File: config.mk
export PLATFORM = sky130hd
export DESIGN_NAME = exec_unit
export DESIGN_NICKNAME = d
export VERILOG_FILES = /design/src/rtl/exec_pkg.sv /design/src/rtl/exec_unit_iter_shifter.sv /design/src/rtl/exec_unit.sv
export SDC_FILE = /design/constraint.sdc
export NUM_CORES = 1
export LEC_CHECK = 0
export CORE_MARGIN = 2
export CORE_UTILIZATION = 34
export CTS_BUF_LIST = sky130_fd_sc_hd__clkbuf_16
export CTS_CLUSTER_SIZE = 24
export DETAILED_ROUTE_END_ITERATION = 12
export SLEW_MARGIN = 20
export SYNTH_ARGS = -nofsm -noshare
export SYNTH_HDL_FRONTEND = slang
export SYNTH_HIERARCHICAL = 1
export SYNTH_SLANG_ARGS = --single-unit
File: constraint.sdc
create_clock -name clk -period 5.9 [get_ports clk]
set_clock_uncertainty 0.15 [all_clocks]
set_input_delay 1.77 -clock clk [delete_from_list [all_inputs] [get_ports clk]]
set_output_delay 1.77 -clock clk [all_outputs]
set_load 0.1 [all_outputs]
File: src/rtl/exec_pkg.sv
// Shared encodings for the LC-3b execute stage: opcodes, FSM states,
// shift-control bit positions and the condition-code reset value.
package exec_pkg;

    localparam logic [1:0] OP_ADD = 2'b00;
    localparam logic [1:0] OP_AND = 2'b01;
    localparam logic [1:0] OP_XOR = 2'b10;
    localparam logic [1:0] OP_SHF = 2'b11;

    typedef enum logic [1:0] {
        S_IDLE  = 2'd0,
        S_SHIFT = 2'd1,
        S_WB    = 2'd2
    } state_e;

    // IR[5:4]: bit0 alone picks direction, so 2'b10 is still a left shift.
    localparam int SHF_RIGHT_BIT = 0;
    localparam int SHF_ARITH_BIT = 1;

    localparam logic [2:0] NZP_RST = 3'b010;

endpackage

File: src/rtl/exec_unit_iter_shifter.sv
// One-bit-per-cycle shifter: a WIDTH-bit value register and a down-counter
// whose 'last' flag marks the step that produces the final value.
module iter_shifter #(
    parameter int WIDTH = 16,
    parameter int CNT_W = 4
) (
    input  logic             clk,
    input  logic             rst_n,
    input  logic             load,
    input  logic             step,
    input  logic             right,
    input  logic             arith,
    input  logic [WIDTH-1:0] load_val,
    input  logic [CNT_W-1:0] load_cnt,
    output logic [WIDTH-1:0] value,
    output logic [WIDTH-1:0] value_nxt,
    output logic             last
);

    logic [WIDTH-1:0] value_q;
    logic [CNT_W-1:0] cnt_q;

    // Result of one step; exposed so the owner can derive flags for the final value.
    assign value_nxt = right ? {arith & value_q[WIDTH-1], value_q[WIDTH-1:1]}
                             : {value_q[WIDTH-2:0], 1'b0};
    assign value     = value_q;
    assign last      = (cnt_q == CNT_W'(1));

    always_ff @(posedge clk or negedge rst_n) begin
        if (!rst_n) begin
            value_q <= '0;
            cnt_q   <= '0;
        end else if (load) begin
            value_q <= load_val;
            cnt_q   <= load_cnt;
        end else if (step) begin
            value_q <= value_nxt;
            cnt_q   <= cnt_q - CNT_W'(1);
        end
    end

endmodule

File: src/rtl/exec_unit.sv
// LC-3b execute stage: single-cycle ADD/AND/XOR, iterative shifts, and a
// one-cycle write-back pulse carrying result, destination and NZP.
module exec_unit
    import exec_pkg::*;
#(
    parameter int WIDTH = 16,
    parameter int CNT_W = 4
) (
    input  logic             clk,
    input  logic             reset,
    input  logic             start,
    input  logic [1:0]       op,
    input  logic             steer,
    input  logic [4:0]       imm5,
    input  logic [1:0]       shf_ctl,
    input  logic [CNT_W-1:0] amount,
    input  logic [2:0]       dr_in,
    input  logic [WIDTH-1:0] RA,
    input  logic [WIDTH-1:0] RB,
    output logic [WIDTH-1:0] bus,
    output logic             WE,
    output logic [2:0]       DR,
    output logic [2:0]       nzp,
    output logic             busy
);

    state_e           state_q;
    logic             we_q, busy_q, right_q, arith_q;
    logic [2:0]       dr_q, DR_q, nzp_q;
    logic [WIDTH-1:0] b_opnd, alu_res, load_val, sh_val, sh_nxt;
    logic [CNT_W-1:0] load_cnt;
    logic             is_shf, accept, step, sh_last;

    function automatic logic [2:0] nzp_of(input logic [WIDTH-1:0] v);
        if (v[WIDTH-1])    return 3'b100;
        else if (v == '0)  return 3'b010;
        else               return 3'b001;
    endfunction

    assign b_opnd = steer ? {{(WIDTH-5){imm5[4]}}, imm5} : RB;

    always_comb begin
        alu_res = '0;
        case (op)
            OP_ADD:  alu_res = RA + b_opnd;
            OP_AND:  alu_res = RA & b_opnd;
            OP_XOR:  alu_res = RA ^ b_opnd;
            default: alu_res = RA;
        endcase
    end

    assign is_shf   = (op == OP_SHF);
    assign accept   = (state_q == S_IDLE) && start;
    assign step     = (state_q == S_SHIFT);
    // ALU results go through the shifter register too, so it alone owns bus.
    assign load_val = is_shf ? RA : alu_res;
    assign load_cnt = is_shf ? amount : '0;

    iter_shifter #(.WIDTH(WIDTH), .CNT_W(CNT_W)) u_shf (
        .clk       (clk),
        .rst_n     (reset),
        .load      (accept),
        .step      (step),
        .right     (right_q),
        .arith     (arith_q),
        .load_val  (load_val),
        .load_cnt  (load_cnt),
        .value     (sh_val),
        .value_nxt (sh_nxt),
        .last      (sh_last)
    );

    always_ff @(posedge clk or negedge reset) begin
        if (!reset) begin
            state_q <= S_IDLE;
            we_q    <= 1'b0;
            busy_q  <= 1'b0;
            right_q <= 1'b0;
            arith_q <= 1'b0;
            dr_q    <= '0;
            DR_q    <= '0;
            nzp_q   <= NZP_RST;
        end else begin
            case (state_q)
                S_IDLE: if (start) begin
                    dr_q    <= dr_in;
                    right_q <= shf_ctl[SHF_RIGHT_BIT];
                    arith_q <= shf_ctl[SHF_ARITH_BIT];
                    busy_q  <= 1'b1;
                    if (is_shf && amount != '0) begin
                        state_q <= S_SHIFT;
                    end else begin
                        state_q <= S_WB;
                        we_q    <= 1'b1;
                        DR_q    <= dr_in;
                        nzp_q   <= nzp_of(load_val);
                    end
                end
                S_SHIFT: if (sh_last) begin
                    state_q <= S_WB;
                    we_q    <= 1'b1;
                    DR_q    <= dr_q;
                    nzp_q   <= nzp_of(sh_nxt);
                end
                S_WB: begin
                    state_q <= S_IDLE;
                    we_q    <= 1'b0;
                    busy_q  <= 1'b0;
                end
                default: state_q <= S_IDLE;
            endcase
        end
    end

    assign bus  = sh_val;
    assign WE   = we_q;
    assign DR   = DR_q;
    assign nzp  = nzp_q;
    assign busy = busy_q;

endmodule
Word level (Yosys, flattened, before mapping) --
Index checks and enable logic that the tools add are counted.
Operators by class: equal/unequal tests 9, multiplexer cells 31, reduce and logical (&&, ||, !) cells 16, bitwise logic cells 3, add/subtract/negate cells 2
Operators by type and width (number):
- $mux W16 | 5
- $pmux W16 S3 | 1
- $logic_not A16 Y1 | 2
- $mux W3 | 8
- $add A16 B16 Y16 | 1
- $and A16 B16 Y16 | 1
- $xor A16 B16 Y16 | 1
- $mux W4 | 3
- $pmux W3 S2 | 2
- $mux W2 | 5
- $reduce_and A4 Y1 | 2
- $eq A2 B2 Y1 const B | 3
- $reduce_and A2 Y1 | 3
- $reduce_bool A2 Y1 | 3
- $eq A2 B1 Y1 const B | 2
- $eq A4 B1 Y1 const B | 1
- $logic_not A2 Y1 | 2
- $mux W1 | 4
- $ne A2 B2 Y1 const B | 2
- $pmux W2 S2 | 1
- $reduce_bool A4 Y1 | 1
- $sub A4 B1 Y4 const B | 1
- $pmux W1 S3 | 1
- $reduce_bool A3 Y1 | 1
- 4 further kinds | 5
Storage, ports and cells: output and inout port bits 24, input port bits 52, word-level logic and storage cells 71, register bits 35

Longest topological paths before layout --
word-level depth 10, gate-level depth with buffers 14, depth with buffers taken out 12

By module --
Netlist, hierarchy kept.
By module, submodules not included:
- exec_unit | cells each 307, times used 1, seq. area each 376.6 sq um, area an instance 2299.7 sq um
- iter_shifter | cells each 113, times used 1, seq. area each 500.5 sq um, area an instance 1209.9 sq um

Worst setup path after synthesis --
Ideal clock, no wire load.
path kind input -> register, start point input steer, end point register nzp_q[0] (netlist: nzp[0]), buffers on the path 2, cell stages on the path 12, slack 1070 ps, data required time 5625 ps, setup time 125 ps, arrival 4554 ps, cell sequence clkbuf_1 mux2_2 ha_1 buf_6 a21o_1 a221o_2 mux2_4 a211oi_2 or3b_1 nor4_2 and3_1 o21ai_1
On the way: longest elaborated chain between the ends 10, elaborated cells on any way between the ends 12, those cells by class add/sub: 1; mux: 8; bitwise: 2; reduce/logical: 1
RTL lines:
- from (decl) | RTL line exec_unit.sv:13 | input logic steer,
- $mux W16 (*) | RTL line exec_unit.sv:40 | assign b_opnd = steer ? {{(WIDTH-5){imm5[4]}}, imm5} : RB;
- $add A16 B16 Y16, or another cell as far along | RTL line exec_unit.sv:45 | OP_ADD: alu_res = RA + b_opnd;
- $pmux W16 S3 (*) | RTL line exec_unit.sv:44 | case (op)
- $mux W16 (*) | RTL line exec_unit.sv:56 | assign load_val = is_shf ? RA : alu_res;
- $logic_not A16 Y1 | RTL line exec_unit.sv:36 | else if (v == '0) return 3'b010;
- $mux W2 | RTL line exec_unit.sv:36
- $mux W3 (*) | RTL line exec_unit.sv:35 | if (v[WIDTH-1]) return 3'b100;
- $mux W3 (*) | RTL line exec_unit.sv:90 | if (is_shf && amount != '0) begin
- $mux W3 (*) | RTL line exec_unit.sv:85 | S_IDLE: if (start) begin
- $pmux W3 S2 (*) | RTL line exec_unit.sv:84 | case (state_q)
- to (signal assigned) | RTL line exec_unit.sv:96 | nzp_q <= nzp_of(load_val);
- to (signal assigned) | RTL line exec_unit.sv:103 | nzp_q <= nzp_of(sh_nxt);
- to (decl) | RTL line exec_unit.sv:29 | logic [2:0] dr_q, DR_q, nzp_q;
Every way passes the cells marked *; elsewhere a longest branch is shown, timed or not. The select of a mux whose other input is x is not followed. A chain may end at the register's enable or synchronous reset.

Worst setup path after layout --
Same ends and word-level chain as after synthesis.

==> results.ini <==
[power_and_ir_drop]
p_seq_share_pct = 21.9
power_density_nw_per_um2 = 473
p_clk_share_pct = 13.7
power_switching_share_pct = 52.8
internal_power_uw = 999
combPwrFrac_pct = 64.5
power_mw = 2.12
p_leak_nw = 1.90
ir_drop_mv = 0.265
switchingPower_mw = 1.12

[logic_synthesis]
synth.distinct_cells = 68
yosysTopAreaCellShare_pct = 24.2
ys_seq_area_share_pct = 25.0
synth_top_area_cell = dfrtp_1
synthTopCellsByArea = dfrtp_1 24%, mux2_2 6.7%, mux2i_1 6.6%, ha_1 6.4%, o21ai_0 5.7%
synth-async-reset-ratio_pct = 100
avgSynthCellArea_um2 = 8.36
ys.flop_type = dfrtp_1
synth_nets = 491
ys_warn_count = 6
synth_cells = 420
synthesis.area_um2 = 3510
synth_edf_count = 0
ys_ff_latch = 35

[clocking]
root_buffer = clkbuf_16
clkTransAtPathRegs_ns = 0.05
h-tree-depth = 2
cts_num_sinks = 35
hold_buffers = 0
cts_resized = 0
clock_latency_ns = 0.27
cts_tree = yes
ctsLongestPathBuffers = 2
numCtsBuffers = 5
post_cts.repair.setup_buffers = 0

[critical_path]
slowest_stage = clkdlybuf4s50_1
r2r_end = nzp[0]$_DFFE_PN0P_
ff2ff_setup_slack_ns = 3.02
path_max_fanout = 13
required_ns = 5.91
r2r_start = state_q[1]$_DFFE_PN0P_
cp_common_cell = and3_1
r2r_cells = 9
crit_type = in -> reg
max_stage_delay_ns = 0.53
crit_chain = clkdlybuf4s50_1 -> buf_4 -> nand2_1 -> o21ai_0 -> ha_1 -> and3_1 -> a221o_2 -> mux2_4 -> a211oi_2 -> or3b_1 -> nor4_2 -> and3_1 -> o21ai_1
worstSetupStartpointType = input port
crit_arrival_ns = 5.20
setup.worst_path.end_class = flip-flop

[cells_and_area]
syn_to_final_growth_pct = 27.7
nets = 552
diodes = 0
multi_input_area_um2 = 2390
final_area_um2 = 4480
nFillCells = 1023
regArea_um2 = 877
finalCoreUtilization_pct = 44.0
final_layout_size_suffix_gt1_share_pct = 12.0

[sta]
setup_ws_ns = 0.712
period_share_pct = 87.9
worst_pin_slew_ns = 1.05
relSlewSlack_pct = 29.4
fmax_mhz = 193
hold_violations = 0
grt_setup_unrepaired = no
fin_crit_ns = 5.19
fin_setup_tns_ns = 0
slew_viol_final = 0
setup_viol = 0

[hold_path]
hold_path.class = reg -> reg
holdPathEnd = busy$_DFFE_PN0P_
hold_start = state_q[1]$_DFFE_PN0P_
holdPathStages = 1

[die]
io_pins = 76
die_h_um = 106
core_area_um2 = 10200
start_util_pct = 34.5
fp-row-count = 37
die-area_um2 = 11200
die_w_um = 106

[place]
dpl_cell_area_um2 = 4320
routabilityCongestion = 0.846
dpl.hpwl_um = 6920
dp_slack_ns = 0.363
portBuffers = 75

[drt]
firstDrtPassIters = 4
first_iter_violations = 96
via_per_inst = 5.33
route.vias.total = 3296
wl_um = 9060
ant_nets = 0
wl_per_cell_um = 14.7
drc = 0

[global_routing]
grt_antenna_before_repair = 0
grt_pass1_wl_um = 15200
grt.total_usage_pct = 16.4
grt-ovfl-total = 0
grt_pass1_vias = 3164
grt_start_max_net_pins = 60

[run]
drv_cap = 0

[status]
status = complete, no violations

-- layer usage --
metal	vias to the layer above	global-route usage [%]	share of wire, %	wire (um)
li1	1675	-	-	-
met1	1544	23.2	49	4490
met2	72	26.8	46	4130
met3	5	2.16	4.2	381
met4	0	3.38	0.76	69
met5	-	0	0	0
-- cells by family after synthesis --
kind of cell / after synthesis / share of synthesized area [%]
AND/OR/NAND/NOR: 127 / 18.6
multiplexers: 53 / 17.4
XOR/XNOR: 3 / 0.749
AO/OA/AOI/OAI: 129 / 24.3
flip-flops: 35 / 25.0
buffers and inverters: 54 / 6.99
adder cells (fa/ha/maj): 19 / 6.99
-- worst max-delay path by stage --
stage | to | slack (ns) | start | cells past startpoint
global placement | nzp[0]$_DFFE_PN0P_ | 0.47 | steer | 13
floorplan | nzp[0]$_DFFE_PN0P_ | 1.07 | steer | 12
global route | nzp[0]$_DFFE_PN0P_ | 0.32 | steer | 13
detailed placement | nzp[0]$_DFFE_PN0P_ | 0.36 | steer | 13
CTS | nzp[0]$_DFFE_PN0P_ | 0.65 | steer | 13
finish | nzp[0]$_DFFE_PN0P_ | 0.71 | steer | 13
-- cells in the mapped netlist, drive strengths merged, types with 2 or more instances --
cell type / n
o21ai: 49
nand2: 40
dfrtp: 34
mux2: 29
inv: 28
mux2i: 23
nor2: 23
ha: 18
a21oi: 16
clkbuf: 16
nor3: 14
and3: 10
a211oi: 9
a21o: 9
buf: 9
nor2b: 8
nor4: 8
o22ai: 6
a2111oi: 5
nand3: 5
o21a: 5
nand2b: 4
o211a: 4
a221o: 3
a31o: 3
and2: 3
o31a: 3
or4: 3
a221oi: 2
a311oi: 2
a31oi: 2
nand4: 2
nor4b: 2
o31ai: 2
or2: 2
xor2: 2
-- layout make-up --
cell class              count  share of cell area [%]
clock buffers               5                    2.79
well taps                 136                    3.80
clock inverters             3                   0.865
inverters                  29                    2.43
repair buffers             79                    17.3
multi-input cells         331                    53.3
flip-flops and latches     35                    19.6
-- power by group through the flow --
stage,Sequential [mW],Clock [mW],Combinational [mW]
floorplan,0.967,0,0.564
global placement,0.467,0,1.35
detailed placement,0.469,0,1.36
CTS,0.465,0.296,1.37
global route,0.483,0.306,1.45
finish,0.463,0.290,1.37
-- metrics by stage --
step	hold slack (ns)	instances
floorplan	0.272	420
global placement	0.284	610
detailed placement	0.288	610
CTS	0.295	618
global route	0.311	618
finish	0.295	618
-- cell usage in the layout (no fill, tap or decap), types with 3 or more instances in the layout --
| cell | count |
|---|---|
| clkbuf_16 | 5 |
| inv_1 | 27 |
| nand3_1 | 5 |
| nor3_1 | 13 |
| nor2_1 | 23 |
| clkdlybuf4s50_1 | 74 |
| a21o_1 | 9 |
| mux2_2 | 21 |
| dfrtp_1 | 34 |
| ha_1 | 18 |
| nor4_1 | 7 |
| a211oi_1 | 8 |
| nand2_1 | 40 |
| nor2b_1 | 8 |
| and3_1 | 10 |
| nand2b_1 | 3 |
| o21a_1 | 5 |
| a21oi_1 | 16 |
| o21ai_0 | 40 |
| or4_1 | 3 |
| o211a_1 | 4 |
| o21ai_1 | 9 |
| o22ai_1 | 6 |
| buf_4 | 4 |
| mux2i_1 | 23 |
| mux2_4 | 8 |
| a31o_2 | 3 |
| o31a_1 | 3 |
| a2111oi_0 | 4 |
-- registers in the layout, summed over array words and instances (netlist names) --
signal / flops
DR: 3
WE: 1
arith_q: 1
busy: 1
dr_q: 3
nzp: 3
right_q: 1
state_q: 2
u_shf/cnt_q: 4
u_shf/value: 16
-- critical path, delay by kind of cell --
| family | cells | cell delay, ns |
|---|---|---|
| compound gates | 4 | 0.79 |
| fa+ha+maj | 1 | 0.38 |
| buf+inv | 2 | 0.76 |
| mux | 1 | 0.32 |
| simple gates | 5 | 1.19 |
(Power assumes the default switching activity.)
